==> src/rtl/avlst_pkg.sv <==
// Shared definitions for the Avalon-ST width-conversion blocks:
// index-width helper and lane-order constants.
package avlst_pkg;

   typedef enum logic {
      LANE_LSB_FIRST = 1'b0,
      LANE_MSB_FIRST = 1'b1
   } lane_order_e;

   // Lane indices and empty counts are always at least one bit wide,
   // so a single-lane configuration still has legal ports.
   function automatic int clog2_min1(input int n);
      return (n <= 2) ? 1 : $clog2(n);
   endfunction

   // Every block sizes its lane-index signals with this helper.
   function automatic int lane_idx_w(input int n);
      return clog2_min1(n);
   endfunction

endpackage

==> src/rtl/avlst_lane_sel.sv <==
// Combinational N:1 lane multiplexer with an optional lane-order reversal.
module avlst_lane_sel
   import avlst_pkg::*;
#(
   parameter int N         = 8,
   parameter int DATA_W    = 16,
   parameter int MSB_FIRST = 0,
   localparam int IDX_W    = lane_idx_w(N)
) (
   input  logic [N*DATA_W-1:0] word,
   input  logic [IDX_W-1:0]    idx,
   output logic [DATA_W-1:0]   lane
);

   localparam bit REVERSE = (MSB_FIRST == int'(LANE_MSB_FIRST));
   localparam logic [IDX_W-1:0] TOP_LANE = IDX_W'(N - 1);

   logic [IDX_W-1:0] sel;

   always_comb begin
      sel = REVERSE ? (TOP_LANE - idx) : idx;
      // NOTE: default assignment first so no path leaves lane unassigned (no latch).
      lane = '0;
      for (int i = 0; i < N; i++) begin
         if (sel == IDX_W'(i)) begin
            lane = word[i*DATA_W +: DATA_W];
         end
      end
   end

endmodule

==> src/rtl/avlst_n_to_1_pkt.sv <==
// Avalon-ST wide-to-narrow serialiser: one N-lane word in, up to N beats out,
// with packet framing, tail-empty trimming and bubble-free back-to-back words.
module avlst_n_to_1_pkt
   import avlst_pkg::*;
#(
   parameter int N          = 8,
   parameter int DATA_W     = 16,
   parameter int MSB_FIRST  = 0,
   localparam int EMPTY_W   = clog2_min1(N)
) (
   input  logic                csi_clk,
   input  logic                rsi_reset_n,
   output logic                asi_ready,
   input  logic                asi_valid,
   input  logic [N*DATA_W-1:0] asi_data,
   input  logic                asi_startofpacket,
   input  logic                asi_endofpacket,
   input  logic [EMPTY_W-1:0]  asi_empty,
   input  logic                aso_ready,
   output logic                aso_valid,
   output logic [DATA_W-1:0]   aso_data,
   output logic                aso_startofpacket,
   output logic                aso_endofpacket
);

   localparam int IDX_W = lane_idx_w(N);
   localparam logic [IDX_W-1:0] LAST_LANE = IDX_W'(N - 1);

   logic [N*DATA_W-1:0] word_q;
   logic                sop_q;
   logic                eop_q;
   logic [IDX_W-1:0]    last_q;
   logic [IDX_W-1:0]    cnt_q;
   logic                valid_q;

   logic [IDX_W-1:0]    eff_empty;
   logic                last_hit;
   logic                load;

   assign last_hit  = (cnt_q == last_q);
   assign asi_ready = !valid_q | (aso_ready & last_hit);
   assign load      = asi_valid & asi_ready;

   // Oversized empty values clamp to N-1 so at least one beat always leaves.
   always_comb begin
      eff_empty = '0;
      if (asi_endofpacket) begin
         eff_empty = (asi_empty > LAST_LANE) ? LAST_LANE : asi_empty;
      end
   end

   // NOTE: non-blocking assignments for all state; word_q is reset too so
   // aso_data reads zero rather than X before the first word.
   always_ff @(posedge csi_clk or negedge rsi_reset_n) begin
      if (!rsi_reset_n) begin
         word_q  <= '0;
         sop_q   <= 1'b0;
         eop_q   <= 1'b0;
         last_q  <= LAST_LANE;
         cnt_q   <= '0;
         valid_q <= 1'b0;
      end else if (load) begin
         word_q  <= asi_data;
         sop_q   <= asi_startofpacket;
         eop_q   <= asi_endofpacket;
         last_q  <= LAST_LANE - eff_empty;
         cnt_q   <= '0;
         valid_q <= 1'b1;
      end else if (valid_q && aso_ready) begin
         if (last_hit) begin
            valid_q <= 1'b0;
            cnt_q   <= '0;
         end else begin
            cnt_q   <= cnt_q + IDX_W'(1);
         end
      end
   end

   avlst_lane_sel #(
      .N         (N),
      .DATA_W    (DATA_W),
      .MSB_FIRST (MSB_FIRST)
   ) u_lane_sel (
      .word (word_q),
      .idx  (cnt_q),
      .lane (aso_data)
   );

   assign aso_valid         = valid_q;
   assign aso_startofpacket = valid_q & sop_q & (cnt_q == '0);
   assign aso_endofpacket   = valid_q & eop_q & last_hit;

endmodule

==> config.mk <==
export PLATFORM = sky130hd
export DESIGN_NAME = avlst_n_to_1_pkt
export DESIGN_NICKNAME = d
export VERILOG_FILES = /design/src/rtl/avlst_pkg.sv /design/src/rtl/avlst_lane_sel.sv /design/src/rtl/avlst_n_to_1_pkt.sv
export SDC_FILE = /design/constraint.sdc
export NUM_CORES = 1
export LEC_CHECK = 0
export BUFFER_PORTS_ARGS = -buffer_cell sky130_fd_sc_hd__buf_2
export CAP_MARGIN = 0
export CORE_MARGIN = 4
export CORE_UTILIZATION = 50
export CTS_CLUSTER_DIAMETER = 60
export DETAILED_ROUTE_END_ITERATION = 10
export PLACE_DENSITY = 0.75
export SYNTH_ARGS = -nofsm -noshare
export SYNTH_HDL_FRONTEND = slang
export SYNTH_SLANG_ARGS = --single-unit
==> constraint.sdc <==
create_clock -name csi_clk -period 3.8 [get_ports csi_clk]
set_input_delay 0.19 -clock csi_clk [delete_from_list [all_inputs] [get_ports csi_clk]]
set_output_delay 0.19 -clock csi_clk [all_outputs]
set_load 0.05 [all_outputs]
==> flow_summary.json <==
{
  "die-area_um2": 14800,
  "synth_top_flop_cell": "dfrtp_1",
  "tightest_slew_ns": 1.07,
  "overflow": 0,
  "track_usage_pct": 28.7,
  "instances_no_fill": 1026,
  "grt_max_degree": 106,
  "cts.sinks": 137,
  "hp-class": "input port to register",
  "ys_top_cells_by_count": "134 x dfrtp_1, 68 x nand2_1, 50 x mux2_1",
  "seqPwrFrac_pct": 32.4,
  "p_leak_nw": 4.13,
  "dr.pass1.iters": 6,
  "post-route-period-util_pct": 94.0,
  "cts-resized-gates": 0,
  "fin_skew_ns": 0.00987,
  "grt_pass1_vias": 6102,
  "synth_area_um2": 6450,
  "cts_buffers": 17,
  "drt-vias-per-instance": 5.63,
  "htree_levels": 4,
  "ys_types": 29,
  "synth_most_common_cell": "dfrtp_1",
  "setup_tns_ns": 0,
  "synth_top_family_by_area": "multiplexers",
  "drive_gt1_share_pct": 29.5,
  "synth_edf_count": 0,
  "row_count": 41,
  "hold_viol": 0,
  "clock_latency_ns": 0.43,
  "port_buffers": 156,
  "synth-seq-area-share_pct": 53.2,
  "grt_pass1_wl_um": 31900,
  "ys_warn_count": 0,
  "syn_avg_cell_area_um2": 10.9,
  "outcome": "finished, final reports clean",
  "die_height_um": 122,
  "power_density_nw_per_um2": 908,
  "critPathKind": "register to primary output",
  "synthTopCellsByArea": "dfrtp_1 52%, mux2_1 8.7%, mux2_2 8.4%",
  "wl_per_cell_um": 20.1,
  "dp_hpwl_um": 12900,
  "p_int_mw": 4.62,
  "gp_congestion": 0.888,
  "antenna_found_initial": 3,
  "die_x_um": 122,
  "drc": 0,
  "p_sw_share_pct": 43.8,
  "synth_fp_nets": 735,
  "postRouteAntennaNets": 0,
  "worstSetupEndpointType": "primary output",
  "placed_cells": 882,
  "placeableCoreArea_um2": 12600,
  "fillers": 881,
  "yosys.area_share.simple_pct": 8.55,
  "ir_drop_v": 0.000924,
  "synth.largest_area_cell": "dfrtp_1",
  "stdcell_area_um2": 9050,
  "synth_compound_area_share_pct": 14.3,
  "power_frac_comb_pct": 46.7,
  "power_mw": 8.22,
  "nets": 981,
  "start_util_pct": 51.1,
  "tritoncts": "done",
  "fmax_ghz": 0.280,
  "pin_count": 157,
  "yosys.area.top_type_share_pct": 52.0,
  "cp.required_ns": 3.61,
  "fin_crit_ns": 3.57,
  "setup_viol": 0,
  "path_max_fanout": 33,
  "clockBufferDepth": 2,
  "clockPowerShare_pct": 20.9,
  "drv_cap": 0,
  "vias": 5778,
  "synth_xor_area_share_pct": 0.407,
  "cts-root-buf": "clkbuf_16",
  "area_growth_pct": 40.3,
  "synth-seq-cells": 137,
  "drt-total-wl_um": 20600,
  "drtIter0Drc": 580,
  "clk_pin_slew_ns": 0.06,
  "synthMuxAreaShare_pct": 17.1,
  "drv_slew": 0,
  "critPathLaunchType": "register",
  "postSynthCellCount": 592,
  "p_sw_mw": 3.60,
  "arrival_ns": 3.38,
  "synthAdderAreaFrac_pct": 1.16,
  "dpl_cell_area_um2": 7340,
  "synth-async-reset-ratio_pct": 100,
  "relSlewSlack_pct": 28.7
}
-- routing by layer --
metal | vias up | wire length (um) | GRT usage [%]
met4 | 0 | 794 | 14.0
li1 | 2591 | - | -
met2 | 311 | 10200 | 47.3
met3 | 69 | 1760 | 8.26
met1 | 2807 | 7860 | 34.8
met5 | - | 0 | 0
-- metrics by stage --
step | hold slack [ns] | setup WS, ns | util [%]
after floorplan | -0.106 | 0.374 | -
after global placement | 0.338 | 0.831 | 58.2
after detailed placement | 0.339 | 0.822 | 58.2
after CTS | 0.000144 | 0.297 | 71.3
after global routing | 0.00104 | -0.00520 | 71.7
final | 0.00229 | 0.229 | 71.7
-- timing repair --
item	4_1_cts	5_1_grt
hold endpoints to repair	201	5
buffers inserted	0	0
hold buffers	104	5
-- sequential cells by signal, summed over array words and instances (netlist names) --
register   flops
word_q       128
cnt_q          3
last_q         3
aso_valid      1
eop_q          1
sop_q          1
-- cells in the final DEF (no fill, tap or decap), types with 2 or more instances in the layout --
cell	synthesis	layout
buf_4	5	8
nand2_1	68	68
o31ai_1	18	18
nor2_1	3	3
inv_1	34	34
nand3_1	4	4
clkinvlp_4	0	4
dlygate4sd3_1	0	109
clkbuf_16	0	17
clkinv_4	0	2
xor2_1	3	3
diode_2	0	3
bufinv_16	0	3
dfrtp_1	134	134
a221oi_1	16	16
buf_2	10	155
mux2_2	48	48
mux2_1	50	50
inv_6	0	3
a21oi_1	48	48
ha_1	6	5
a31oi_1	19	19
nand3b_1	16	16
o21ai_0	33	33
o22ai_1	16	16
dfstp_2	3	3
nand2b_1	19	19
-- power by group through the flow --
| stage | clock (mW) | combinational [mW] | sequential [mW] |
|---|---|---|---|
| 6_report | 1.72 | 3.84 | 2.66 |
| 5_1_grt | 1.80 | 4.11 | 2.71 |
| 4_1_cts | 1.72 | 3.73 | 2.63 |
| 3_5_place_dp | 0 | 3.59 | 2.64 |
| 3_3_place_gp | 0 | 3.52 | 2.61 |
| 2_1_floorplan | 0 | 2.73 | 2.46 |
-- logic make-up (layout without fill, tap and decap cells) --
| logic type | Yosys count | count (layout) |
|---|---|---|
| simple gates | 114 | 114 |
| xor+xnor | 3 | 3 |
| other cells | 0 | 3 |
| compound gates | 152 | 152 |
| fa+ha+maj | 6 | 6 |
| flops | 137 | 137 |
| buf+inv | 82 | 341 |
| mux | 98 | 98 |
-- critical path, stage by stage (launching register included) --
cell and delay, ns:
dfrtp_1 0.44, inv_1 0.11, ha_1 0.87, nand2_1 0.13
buf_4 0.25, nand2b_1 0.50, a31oi_1 0.11, a21oi_1 0.22
buf_2 0.31
-- cell type report --
type / instances / area, um^2 / area share [%]
Multi-Input combinational cell: 373 / 2700 / 29.8
Sequential cell: 137 / 3430 / 37.9
Tap cell: 172 / 215 / 2.38
Antenna cell: 3 / 7.51 / 0.0829
Inverter: 35 / 131 / 1.45
Timing Repair Buffer: 274 / 1960 / 21.6
Clock buffer: 19 / 443 / 4.89
Clock inverter: 13 / 169 / 1.87
-- final timing paths --
path	start	endpoint	slack, ns	cells after the start
worst max-delay path	cnt_q[0]	aso_data[13]	0.23	8
worst min-delay path	asi_data[72]	word_q[72]	0.002	3
worst max register to register	cnt_q[2]	last_q[2]	0.94	7
worst min register to register	word_q[18]	word_q[18]	0.49	1
max in group asynchronous	rsi_reset_n	word_q[106]	2.29	3
min in group asynchronous	rsi_reset_n	word_q[3]	0.46	2
(Power assumes the default switching activity.)
